===== src/rtl/ft60x_bfm_pkg.sv =====
// ft60x_bfm_pkg
//   Shared definitions for the FT60x synchronous-FIFO bus functional model:
//   bus FSM state encoding, proto_err bit positions, LFSR tap mask and a
//   constant-safe clog2 helper.
package ft60x_bfm_pkg;

    typedef enum logic [1:0] {
        ST_IDLE = 2'd0,
        ST_TURN = 2'd1,
        ST_RD   = 2'd2,
        ST_WR   = 2'd3
    } bus_state_t;

    localparam int ERR_OE_WR       = 0;  // oe_n and wr_n low together
    localparam int ERR_RD_OUTSIDE  = 1;  // rd_n low while not in RD
    localparam int ERR_WR_NO_SPACE = 2;  // wr_n low while channel's txe_n high
    localparam int ERR_CH_CHANGE   = 3;  // channel select moved mid-transfer

    // Galois form of x^16 + x^14 + x^13 + x^11 + 1 (right-shifting)
    localparam logic [15:0] LFSR_TAPS = 16'hB400;

    function automatic int clog2(input int value);
        int r;
        r = 0;
        while ((1 << r) < value) r++;
        return r;
    endfunction

endpackage


===== src/rtl/ft60x_fwft_fifo.sv =====
// ft60x_fwft_fifo
//   First-word-fall-through FIFO: a RAM-style array plus a registered head
//   word. A word pushed at edge N is counted in level after N and reaches the
//   head (head_valid) after edge N+1. Push and pop in the same cycle are both
//   honoured. level counts every stored word, head included.
// Ports:
//   clk, rst           clock, asynchronous active-high reset
//   push, push_data    write request/data (ignored while full)
//   pop                consume head (ignored while head_valid is low)
//   head_valid/_data   current head word
//   level              occupancy, 0..DEPTH
//   full               level == DEPTH
module ft60x_fwft_fifo
    import ft60x_bfm_pkg::*;
#(
    parameter  int WIDTH = 36,
    parameter  int DEPTH = 16,
    localparam int AW    = clog2(DEPTH),
    localparam int LW    = clog2(DEPTH) + 1
) (
    input  logic             clk,
    input  logic             rst,
    input  logic             push,
    input  logic [WIDTH-1:0] push_data,
    input  logic             pop,
    output logic             head_valid,
    output logic [WIDTH-1:0] head_data,
    output logic [LW-1:0]    level,
    output logic             full
);

    logic [WIDTH-1:0] mem [DEPTH];
    logic [AW-1:0]    wr_ptr;
    logic [AW-1:0]    rd_ptr;
    logic [LW-1:0]    mem_cnt;
    logic             push_eff;
    logic             pop_eff;
    logic             load;

    always_comb begin
        full     = (level == LW'(DEPTH));
        mem_cnt  = level - LW'(head_valid);
        push_eff = push && !full;
        pop_eff  = pop && head_valid;
        // refill the head whenever it is empty or being consumed this edge
        load     = (mem_cnt != '0) && (!head_valid || pop_eff);
    end

    always_ff @(posedge clk) begin
        if (push_eff) mem[wr_ptr] <= push_data;
    end

    always_ff @(posedge clk or posedge rst) begin
        if (rst) begin
            wr_ptr     <= '0;
            rd_ptr     <= '0;
            level      <= '0;
            head_valid <= 1'b0;
            head_data  <= '0;
        end else begin
            if (push_eff) wr_ptr <= wr_ptr + 1'b1;
            if (load) begin
                head_data  <= mem[rd_ptr];
                head_valid <= 1'b1;
                rd_ptr     <= rd_ptr + 1'b1;
            end else if (pop_eff) begin
                head_valid <= 1'b0;
            end
            level <= level + LW'(push_eff) - LW'(pop_eff);
        end
    end

endmodule


===== config.mk =====
export PLATFORM = sky130hd
export DESIGN_NAME = ft60x_fwft_fifo
export DESIGN_NICKNAME = d
export VERILOG_FILES = /design/src/rtl/ft60x_bfm_pkg.sv /design/src/rtl/ft60x_fwft_fifo.sv
export SDC_FILE = /design/constraint.sdc
export NUM_CORES = 1
export LEC_CHECK = 0
export CAP_MARGIN = 20
export CORE_ASPECT_RATIO = 0.8
export CORE_MARGIN = 8
export CORE_UTILIZATION = 60
export CTS_CLUSTER_SIZE = 8
export DETAILED_ROUTE_END_ITERATION = 8
export PLACE_DENSITY = 0.78
export SYNTH_ARGS = -nofsm -noshare
export SYNTH_HDL_FRONTEND = slang
export SYNTH_SLANG_ARGS = --single-unit

===== constraint.sdc =====
create_clock -name clk -period 5.27 [get_ports clk]
set_input_delay 0.7905 -clock clk [delete_from_list [all_inputs] [get_ports clk]]
set_output_delay 0.7905 -clock clk [all_outputs]
set_load 0.02 [all_outputs]

# Yosys cells after proc, flatten, opt, wreduce, memory -nomap -nowiden
# Memories as Yosys holds them, arrays and structs flattened. A register that Yosys moved wholly into a read port is not among the register bits.
# Index checks and enable logic that the tools add are counted.
[totals]
reg_bits = 14
ramBits = 576
input_bits = 40
out_inout_bits = 43
wordCells = 23
memories = 1
[classes]
n_addsub = 5
eq_ne = 1
muxes = 4
n_reduce_logical = 8
[mem_list]
columns = ["name", "depth", "width", "read_ports", "rd_ports_with_merged_regs", "write_ports", "line_no", "text"]
rows = [
  ["mem", 16, 36, 1, 1, 1, "ft60x_fwft_fifo.sv:32", "logic [WIDTH-1:0] mem [DEPTH];"],
]
[op_table]
columns = ["op", "n"]
rows = [
  ["$sub A5 B1 Y5", 2],
  ["$add A4 B1 Y4 const B", 2],
  ["$add A5 B1 Y5", 1],
  ["$eq A5 B5 Y1 const B", 1],
  ["$reduce_bool A5 Y1", 1],
  ["$mux W1", 4],
  ["$logic_and A1 B1 Y1", 3],
  ["$logic_not A1 Y1", 2],
  ["$reduce_bool A2 Y1", 1],
  ["$logic_or A1 B1 Y1", 1],
]

# Logic depth before layout (Yosys ltp)
# Gate-level depths: netlist of the first run.
[logic_depth]
word_depth = 5
depth_mapped = 14
mapped_depth_nobuf = 13

# Least setup slack after synthesis of the first run
# No wires, ideal clock.
[synth_timing]
path_kind = "register to register"
startpoint = "reg level[2]"
endpoint = "mem mem[3][0], enable pin"
setup_time_ns = 0.474
arrival_ns = 4.130
required_ns = 4.796
slack_ns = 0.666
stages_incl_launch_ff = 8
synth_period_minus_slack_ns = 4.604
cell_sequence = "dfrtp_1 -> inv_1 -> ha_1 -> and4_1 -> nor2b_1 -> clkbuf_1 -> nand2_1 -> nor3_1"
[synth_via]
elab_chain_cells = 5
[synth_lines]
columns = ["element", "line_no", "text"]
rows = [
  ["from (decl)", "ft60x_fwft_fifo.sv:28", "output logic [LW-1:0] level,"],
  ["from (signal assigned)", "ft60x_fwft_fifo.sv:69", "level <= level + LW'(push_eff) - LW'(pop_eff);"],
  ["$eq A5 B5 Y1", "ft60x_fwft_fifo.sv:41", "full = (level == LW'(DEPTH));"],
  ["net full", "ft60x_fwft_fifo.sv:29", "output logic full"],
  ["$logic_not A1 Y1", "ft60x_fwft_fifo.sv:43", "push_eff = push && !full;"],
  ["$logic_and A1 B1 Y1", "ft60x_fwft_fifo.sv:43", ""],
  ["$mux W1", "ft60x_fwft_fifo.sv:50", "if (push_eff) mem[wr_ptr] <= push_data;"],
  ["$mux W1 (implied by the code)", "ft60x_fwft_fifo.sv:50", ""],
  ["to (decl)", "ft60x_fwft_fifo.sv:32", ""],
]
# The timed path passes the listed nets, and every way through them passes these cells.

# Worst setup path in the final report of the first run
[layout_timing]
startpoint = "reg level[2]"
endpoint = "mem mem[14][10], enable pin"
[layout_via]
elab_chain_cells = 5
[layout_lines]
columns = ["element", "line_no"]
rows = [
  ["$eq A5 B5 Y1", "ft60x_fwft_fifo.sv:41"],
  ["$logic_not A1 Y1", "ft60x_fwft_fifo.sv:43"],
  ["$logic_and A1 B1 Y1", "ft60x_fwft_fifo.sv:43"],
  ["$mux W1", "ft60x_fwft_fifo.sv:50"],
  ["$mux W1 (implied by the code)", "ft60x_fwft_fifo.sv:50"],
]
# No other way between the ends.

==> results of run 1 <==
[Yosys cell counts]
library cell,number
a21boi_1,2
a21oi_1,4
a22oi_1,72
a31oi_1,1
and2_1,3
and4_1,1
buf_1,2
buf_2,4
buf_4,7
buf_6,12
clkbuf_1,29
dfrtp_1,50
edfxtp_1,576
fa_1,1
ha_1,14
inv_1,11
mux2_2,37
mux4_2,144
nand2_1,43
nand2b_1,4
nand3_1,1
nand4_1,2
nor2_1,18
nor2b_1,5
nor3_1,5
nor3b_2,1
o21ai_0,1
xnor2_1,8
xor2_1,4
[stage by stage]
| stage | hold WS (ps) | setup slack [ps] |
|---|---|---|
| global placement | 489 | 1590 |
| floorplan | 574 | 666 |
| finish | 503 | 1850 |
| CTS | 506 | 1850 |
| global route | 516 | 1570 |
| detailed placement | 496 | 1580 |
[state kept, by name, indices dropped and copies added (netlist names)]
register,flops
head_valid,1
mem,576
head_data,36
level,5
rd_ptr,4
wr_ptr,4
[per-layer routing]
layer  global-route usage [%]  vias up
met1                     33.3     6194
li1                         -     4755
met5                        0        -
met4                     7.47        0
met2                     36.5      711
met3                     6.09       94
[worst reg2reg max path, delay by kind of cell (launching register included)]
| kind | cells | cell delay [ps] |
|---|---|---|
| buf+inv | 2 | 430 |
| fa+ha+maj | 1 | 230 |
| flops | 1 | 410 |
| simple gates | 4 | 2070 |
[logic make-up (layout without fill, tap and decap cells)]
logic type / count (synthesis) / in the layout / synth area share, %
muxes: 181 / 181 / 15.4
adders and majority gates: 15 / 15 / 0.819
and+or+nand+nor: 83 / 83 / 1.54
AOI/OAI and AO/OA: 80 / 80 / 2.46
xor gates and xnor gates: 12 / 12 / 0.441
DFF: 626 / 626 / 77.8
buffers and inverters: 65 / 294 / 1.53
[final timing paths]
check	to	slack, ps	cells after the start
max	mem[14][10]	1850	7
min	head_data[5]	500	1
max reg2reg	mem[14][10]	1850	7
min reg2reg	head_data[5]	500	1
max in group asynchronous	rd_ptr[2]	3710	3
min in group asynchronous	wr_ptr[2]	640	2
[area by class of cell]
class	count	area, sq um	share of cell area [%]
timing repair buffer	118	1160	4.12
sequential	626	18600	66.2
multi-input combinational	371	5040	18.0
inverter	11	41.3	0.147
clock inverter	7	90.1	0.321
clock buffer	158	2490	8.86
tap	536	671	2.39
[report_power, final]
group	switching [mW]	internal, mW	leakage, nW
Sequential	0.507	6.11	5.80
Clock	2.02	3.17	1.22
Combinational	2.30	2.05	2.19
==> results.sh, run 1 <==
export IMPL_status="finished, final reports clean"
export IMPL_finalMaxSlewViolations=0
export IMPL_clock_skew_ps=27.8
export IMPL_yosys_warnings=0
export IMPL_fillers=2191
export IMPL_netlist_area_sq_um=23800
export IMPL_ir_drop_uv=429
export IMPL_holdCritStartpoint="head_data[5]"
export IMPL_period_needed_ps=3420
export IMPL_min_delay_path_class="flip-flop to flip-flop"
export IMPL_numCtsBuffers=88
export IMPL_cts_sinks=626
export IMPL_crit_start="level[2]"
export IMPL_path_class="flip-flop to flip-flop"
export IMPL_pin_count=83
export IMPL_crit_path_top_delay_cell="nor2_4"
export IMPL_ys_top_cells_by_area="edfxtp_1 73%, mux4_2 14%, dfrtp_1 5.3%"
export IMPL_relSlewSlack_pct=25.2
export IMPL_synth_top_area_cell="edfxtp_1"
export IMPL_cp_arrival_ps=3720
export IMPL_syn_instance_count=1062
export IMPL_route_met3_wl_microns=5200
export IMPL_first_iter_violations=1338
export IMPL_cp_top_family="simple AND/OR/NAND/NOR gates"
export IMPL_dieArea_sq_um=46400
export IMPL_dp_cells=1662
export IMPL_layout_common_cells="576 x edfxtp_1, 144 x mux4_2, 89 x clkbuf_16"
export IMPL_synth_seq_cells=626
export IMPL_initial_core_util_pct=60.7
export IMPL_synth_top_area_share_pct=72.6
export IMPL_syn_nets=1117
export IMPL_worst_slew_pin_slew_ps=1120
export IMPL_cp_end_kind="flip-flop"
export IMPL_hold_violations=0
export IMPL_place_area_sq_um=25500
export IMPL_post_synth_cell_area_avg_sq_um=22.4
export IMPL_grt_pass1_wl_microns=80700
export IMPL_holdBufCountCts=0
export IMPL_post_cts_buffers=0
export IMPL_cp_num_buf_inv=2
export IMPL_r2r_start="level[2]"
export IMPL_grt_pass1_vias=12500
export IMPL_synth_cell_type_count=29
export IMPL_fmax_mhz=292
export IMPL_seq_area_frac_synth_pct=77.8
export IMPL_nets=1271
export IMPL_setup_viol=0
export IMPL_cts_clk_slew_worst_paths_ps=50
export IMPL_cts_root_buffer="clkbuf_16"
export IMPL_final_util_pct=71.4
export IMPL_postRouteAntennaNets=0
export IMPL_p_total_mw=16.2
export IMPL_slowest_delay_ps=910
export IMPL_avgRoutedWirePerCell_microns=29.6
export IMPL_routabilityCongestion=0.774
export IMPL_insertion_delay_ps=600
export IMPL_dr_pass1_iters=6
export IMPL_final_common_cell="edfxtp_1"
export IMPL_grt_max_degree=70
export IMPL_power_density_nw_per_um2=576
export IMPL_setup_worst_path_start_class="flip-flop"
export IMPL_io_buffers=82
export IMPL_routed_wl_microns=54100
export IMPL_dr_wl_met2_microns=26500
export IMPL_row_count=65
export IMPL_cp_max_fo=27
export IMPL_dp_hpwl_microns=30000
export IMPL_cap_viol_max_count=0
export IMPL_ctsResizeCount=0
export IMPL_stdcell_count=1827
export IMPL_via_per_inst=6.43
export IMPL_setup_tns_ps=0
export IMPL_cts_tree="built"
export IMPL_track_usage_pct=23.7
export IMPL_topRoutingLayerUsed="met4"
export IMPL_core_area_sq_um=39300
export IMPL_crit_chain="inv_1 -> ha_1 -> and4_1 -> nor2b_1 -> nand2_1 -> nor2_4 -> buf_4"
export IMPL_overflow=0
export IMPL_finalCritPeriodShare_pct=64.9
export IMPL_clock_path_buffers=3
export IMPL_wl_met1_microns=21000
export IMPL_cts_max_level=3
export IMPL_worstPathRequired_ps=5570
export IMPL_final_area_sq_um=28000
export IMPL_antenna_diode_count=0
export IMPL_antenna_found_initial=1
export IMPL_rsz0062_at_grt="no"
export IMPL_area_growth_pct=17.7
export IMPL_power_leakage_nw=9.20
export IMPL_die_y_microns=194
export IMPL_layout_drive_gt1_share_pct=26.2
export IMPL_drc=0
export IMPL_num_vias=11800
export IMPL_die_w_microns=239
No activity file was read; power rests on OpenSTA's default activity.
==> inputs of run 2 (changes only) <==
==> constraint.sdc (replaced) <==
create_clock -name clk -period 3.57 [get_ports clk]
set_input_delay 0.5355 -clock clk [delete_from_list [all_inputs] [get_ports clk]]
set_output_delay 0.5355 -clock clk [all_outputs]
set_load 0.02 [all_outputs]
==> results.sh, run 2 (synthesis gave the netlist of run 1 again) <==
export IMPL_status="finished, final reports clean"
export IMPL_cts_max_level=3
export IMPL_grt_pass1_wl_microns=79800
export IMPL_layout_common_cells="576 x edfxtp_1, 144 x mux4_2, 90 x clkbuf_16"
export IMPL_dieArea_sq_um=46400
export IMPL_fmax_mhz=360
export IMPL_crit_path_top_delay_cell="fa_1"
export IMPL_post_cts_buffers=0
export IMPL_crit_chain="inv_1 -> ha_1 -> and4_1 -> nor2b_1 -> buf_4 -> inv_1 -> ha_1 -> inv_1 -> ha_1 -> fa_1 -> a21oi_1 -> nor2_1 -> nor2_1 -> xnor2_1"
export IMPL_cp_top_family="adder cells"
export IMPL_cts_tree="built"
export IMPL_die_w_microns=239
export IMPL_largest_reg_flops=576
export IMPL_largestRegisters="mem (576), head_data (36), level (5)"
export IMPL_setup_slack_ps=795
export IMPL_cts_sinks=626
export IMPL_largest_register="mem"
export IMPL_cts_root_buffer="clkbuf_16"
export IMPL_cp_num_buf_inv=4
export IMPL_p_seq_share_pct=40.4
export IMPL_seq_area_sq_um=18600
export IMPL_clock_path_buffers=3
export IMPL_cp_end_kind="flip-flop"
export IMPL_ctsResizeCount=0
export IMPL_overflow=0
export IMPL_cp_arrival_ps=3300
export IMPL_dr_pass1_iters=7
export IMPL_routed_wl_microns=53500
export IMPL_cts_clk_slew_worst_paths_ps=50
export IMPL_place_area_sq_um=25600
export IMPL_hold_violations=0
export IMPL_via_per_inst=6.42
export IMPL_setup_worst_path_start_class="flip-flop"
export IMPL_area_growth_pct=18.4
export IMPL_cap_viol_max_count=0
export IMPL_final_common_cell="edfxtp_1"
export IMPL_comb_power_share_pct=27.3
export IMPL_relSlewSlack_pct=31.3
export IMPL_holdBufCountCts=0
export IMPL_fillers=2159
export IMPL_clock_skew_ps=21.5
export IMPL_pre_cts_ws_ps=763
export IMPL_track_usage_pct=23.4
export IMPL_die_y_microns=194
export IMPL_postRouteAntennaNets=0
export IMPL_finalCritPeriodShare_pct=77.7
export IMPL_finalMaxSlewViolations=0
export IMPL_initial_core_util_pct=60.7
export IMPL_cp_max_fo=9
export IMPL_ir_drop_uv=656
export IMPL_power_leakage_nw=9.28
export IMPL_grt_pass1_vias=12400
export IMPL_pwr_share_clk_pct=32.3
export IMPL_pin_count=83
export IMPL_slowest_delay_ps=440
export IMPL_num_vias=11800
export IMPL_multiInputGateArea_sq_um=5070
export IMPL_worst_slew_pin_slew_ps=1030
export IMPL_min_delay_path_class="primary input to async pin"
export IMPL_first_iter_violations=1503
export IMPL_sw_frac_of_total_pct=29.7
export IMPL_avgRoutedWirePerCell_microns=29.2
export IMPL_p_sw_mw=7.12
export IMPL_worstPathRequired_ps=4100
export IMPL_rsz0062_at_grt="no"
export IMPL_numCtsBuffers=88
export IMPL_p_int_mw=16.8
export IMPL_power_density_nw_per_um2=848
export IMPL_nets=1279
export IMPL_insertion_delay_ps=620
export IMPL_antenna_found_initial=0
export IMPL_dp_hpwl_microns=27400
export IMPL_final_area_sq_um=28200
export IMPL_io_buffers=82
export IMPL_core_area_sq_um=39300
export IMPL_period_needed_ps=2780
export IMPL_path_class="flip-flop to flip-flop"
export IMPL_grt_max_degree=66
export IMPL_layout_drive_gt1_share_pct=26.7
export IMPL_drc=0
export IMPL_row_count=65
export IMPL_setup_viol=0
export IMPL_routabilityCongestion=0.759
run 2: cell count changes in the layout (fill, tap and decap cells not counted), moves of 3 or more:
| cell | delta |
|---|---|
| nor3_2 | -4 |
| nor3_4 | +4 |
| inv_6 | -3 |
| clkbuf_1 | -3 |
| buf_12 | +9 |
run 2: path summary, 6_finish.rpt:
path | startpoint | end | slack [ps] | cells after the start
worst max register to register | level[2] | level[4] | 790 | 14
worst max-delay path | level[2] | level[4] | 790 | 14
worst min register to register | head_data[16] | head_data[16] | 500 | 1
min in group clk | head_data[16] | head_data[16] | 500 | 1
worst min-delay path | rst | level[1] | 220 | 2
max in group asynchronous | rst | head_data[26] | 2650 | 3
run 2: power by group through the flow:
stage               Combinational [mW]  Sequential (mW)  Clock, mW
floorplan                         4.31             9.68          0
global placement                  6.32             9.71          0
detailed placement                6.46             9.77          0
CTS                               6.61             9.68       7.82
global route                      6.98             9.76       8.12
finish                            6.53             9.68       7.73
run 2: worst register-to-register path, stage by stage (launching register included):
cell and delay [ps]:
dfrtp_1 400, inv_1 110, ha_1 230, and4_1 190, nor2b_1 110, buf_4 180
inv_1 60, ha_1 270, inv_1 40, ha_1 200, fa_1 440, a21oi_1 180
nor2_1 60, nor2_1 110, xnor2_1 120
run 2: layer usage:
layer	up-vias	global-route usage, %	wire length, microns	part of all wire [%]
li1	4780	-	-	-
met4	0	7.04	1200	2.2
met1	6202	32.3	21000	39
met2	700	37.6	26500	49
met3	95	4.80	4860	9.1
met5	-	0	0	0
run 2: final cells by class:
cell class                 instances  area share [%]
antenna                            1         0.00887
clock buffer                     156            8.86
clock inverter                     6           0.306
inverter                          11           0.146
multi-input combinational        371            18.0
sequential                       626            65.8
tap                              536            2.38
timing repair buffer             126            4.57
run 2: metrics by stage:
stage / total power [mW] / setup TNS [ps] / utilization [%] / cells / hold WS, ps
2_1_floorplan: 14.0 / -14030 / - / 1062 / 574
3_3_place_gp: 16.0 / 0 / 65.2 / 1670 / 488
3_5_place_dp: 16.2 / 0 / 65.2 / 1670 / 495
4_1_cts: 24.1 / 0 / 71.8 / 1832 / 218
5_1_grt: 24.8 / 0 / 71.8 / 1832 / 241
6_report: 23.9 / 0 / 71.8 / 1833 / 223
==> inputs of run 3 (changes only) <==
==> constraint.sdc (replaced) <==
create_clock -name clk -period 2.6 [get_ports clk]
set_input_delay 0.39 -clock clk [delete_from_list [all_inputs] [get_ports clk]]
set_output_delay 0.39 -clock clk [all_outputs]
set_load 0.02 [all_outputs]
==> results.sh, run 3 (synthesis gave the netlist of run 1 again) <==
export IMPL_setup_tns_ps=0
export IMPL_pin_count=83
export IMPL_row_count=65
export IMPL_min_delay_path_class="primary input to async pin"
export IMPL_layout_common_cells="576 x edfxtp_1, 144 x mux4_2, 90 x clkbuf_16"
export IMPL_die_y_microns=194
export IMPL_grt_pass1_wl_microns=80500
export IMPL_worstPathRequired_ps=2210
export IMPL_path_class="flip-flop to primary output"
export IMPL_largest_reg_flops=576
export IMPL_nets=1289
export IMPL_period_needed_ps=2520
export IMPL_grt_pass1_vias=12500
export IMPL_fmax_mhz=397
export IMPL_initial_core_util_pct=60.7
export IMPL_dp_cells=1680
export IMPL_numCtsBuffers=88
export IMPL_routabilityCongestion=0.739
export IMPL_final_common_cell="edfxtp_1"
export IMPL_p_total_mw=33.1
export IMPL_cts_sinks=626
export IMPL_grt_max_degree=48
export IMPL_clock_skew_ps=21.9
export IMPL_clock_path_buffers=3
export IMPL_cp_arrival_ps=2130
export IMPL_multiInputGateArea_sq_um=5150
export IMPL_cts_root_buffer="clkbuf_16"
export IMPL_largest_register="mem"
export IMPL_r2r_slack_ps=240
export IMPL_p_int_mw=23.3
export IMPL_cap_viol_max_count=0
export IMPL_layout_drive_gt1_share_pct=28.1
export IMPL_final_area_sq_um=28500
export IMPL_via_per_inst=6.34
export IMPL_p_seq_share_pct=39.6
export IMPL_largestRegisters="mem (576), head_data (36), level (5)"
export IMPL_routed_wl_microns=54200
export IMPL_rsz0062_at_grt="no"
export IMPL_area_growth_pct=19.8
export IMPL_relSlewSlack_pct=38.7
export IMPL_sw_frac_of_total_pct=29.6
export IMPL_cts_tree="built"
export IMPL_antenna_found_initial=2
export IMPL_dr_pass1_iters=7
export IMPL_seq_area_sq_um=18600
export IMPL_post_cts_buffers=0
export IMPL_power_leakage_nw=9.37
export IMPL_dp_hpwl_microns=27800
export IMPL_insertion_delay_ps=610
export IMPL_setup_viol=0
export IMPL_holdBufCountCts=0
export IMPL_stdcell_count=1842
export IMPL_cts_clk_slew_worst_paths_ps=50
export IMPL_comb_power_share_pct=28.8
export IMPL_ctsResizeCount=0
export IMPL_core_area_sq_um=39300
export IMPL_cp_max_fo=5
export IMPL_setup_worst_path_start_class="flip-flop"
export IMPL_worst_slew_pin_slew_ps=918
export IMPL_first_iter_violations=1251
export IMPL_hold_violations=0
export IMPL_finalMaxSlewViolations=0
export IMPL_dieArea_sq_um=46400
export IMPL_drc=0
export IMPL_cp_end_kind="primary output"
export IMPL_crit_chain="inv_2 -> ha_4 -> and4_4 -> clkdlybuf4s50_1"
export IMPL_ir_drop_uv=877
export IMPL_power_density_nw_per_um2=1160
export IMPL_io_buffers=82
export IMPL_finalCritPeriodShare_pct=96.8
export IMPL_status="finished, final reports clean"
export IMPL_track_usage_pct=23.7
export IMPL_rr_worst_depth=13
export IMPL_fillers=2138
export IMPL_p_sw_mw=9.80
export IMPL_postRouteAntennaNets=0
export IMPL_die_w_microns=239
export IMPL_slowest_delay_ps=620
export IMPL_cts_max_level=3
export IMPL_pwr_share_clk_pct=31.6
export IMPL_avgRoutedWirePerCell_microns=29.4
export IMPL_overflow=0
export IMPL_crit_path_top_delay_cell="clkdlybuf4s50_1"
export IMPL_num_vias=11700
export IMPL_place_area_sq_um=26000
run 3: critical path, delay by kind of cell, from the launching register on:
family,cells,cell delay [ps]
fa+ha+maj,1,150
flops,1,430
simple gates,1,210
buf+inv,2,740
run 3: cell type report:
type,instances,area share (%)
diodes,2,0.0175
well taps,536,2.35
repair buffers,136,5.52
multi-input cells,371,18.1
clock buffers,156,8.76
flip-flops and latches,626,65.0
clock inverters,4,0.149
inverters,11,0.145
run 3: metrics by stage:
stage                     utilization, %  setup WS, ps  hold WS (ps)
after floorplan                        -         -47.2           489
after global placement              66.2           168           488
after detailed placement            66.2           173           499
after CTS                           72.7          39.5           251
after global routing                72.7          5.07           283
final                               72.7          82.6           246
run 3: final timing paths:
kind	from	end
max in group asynchronous	rst	level[3]
min in group clk	head_data[2]	head_data[2]
hold reg to reg	head_data[2]	head_data[2]
hold / removal	rst	head_data[35]
setup reg to reg	level[3]	level[4]
setup / recovery	level[2]	full
run 3: layer usage:
metal | vias up | share of wire (%) | global-route usage [%]
li1 | 4806 | - | -
met1 | 6036 | 37 | 31.0
met4 | 0 | 2.7 | 7.84
met5 | - | 0 | 0
met3 | 122 | 10 | 6.85
met2 | 716 | 50 | 38.1
run 3: power by group through the flow:
stage	sequential, mW	combinational, mW	clock, mW
floorplan	13.3	6.15	0
global placement	13.2	9.24	0
detailed placement	13.2	9.40	0
CTS	13.1	9.61	10.6
global route	13.2	10.1	11.0
finish	13.1	9.52	10.5
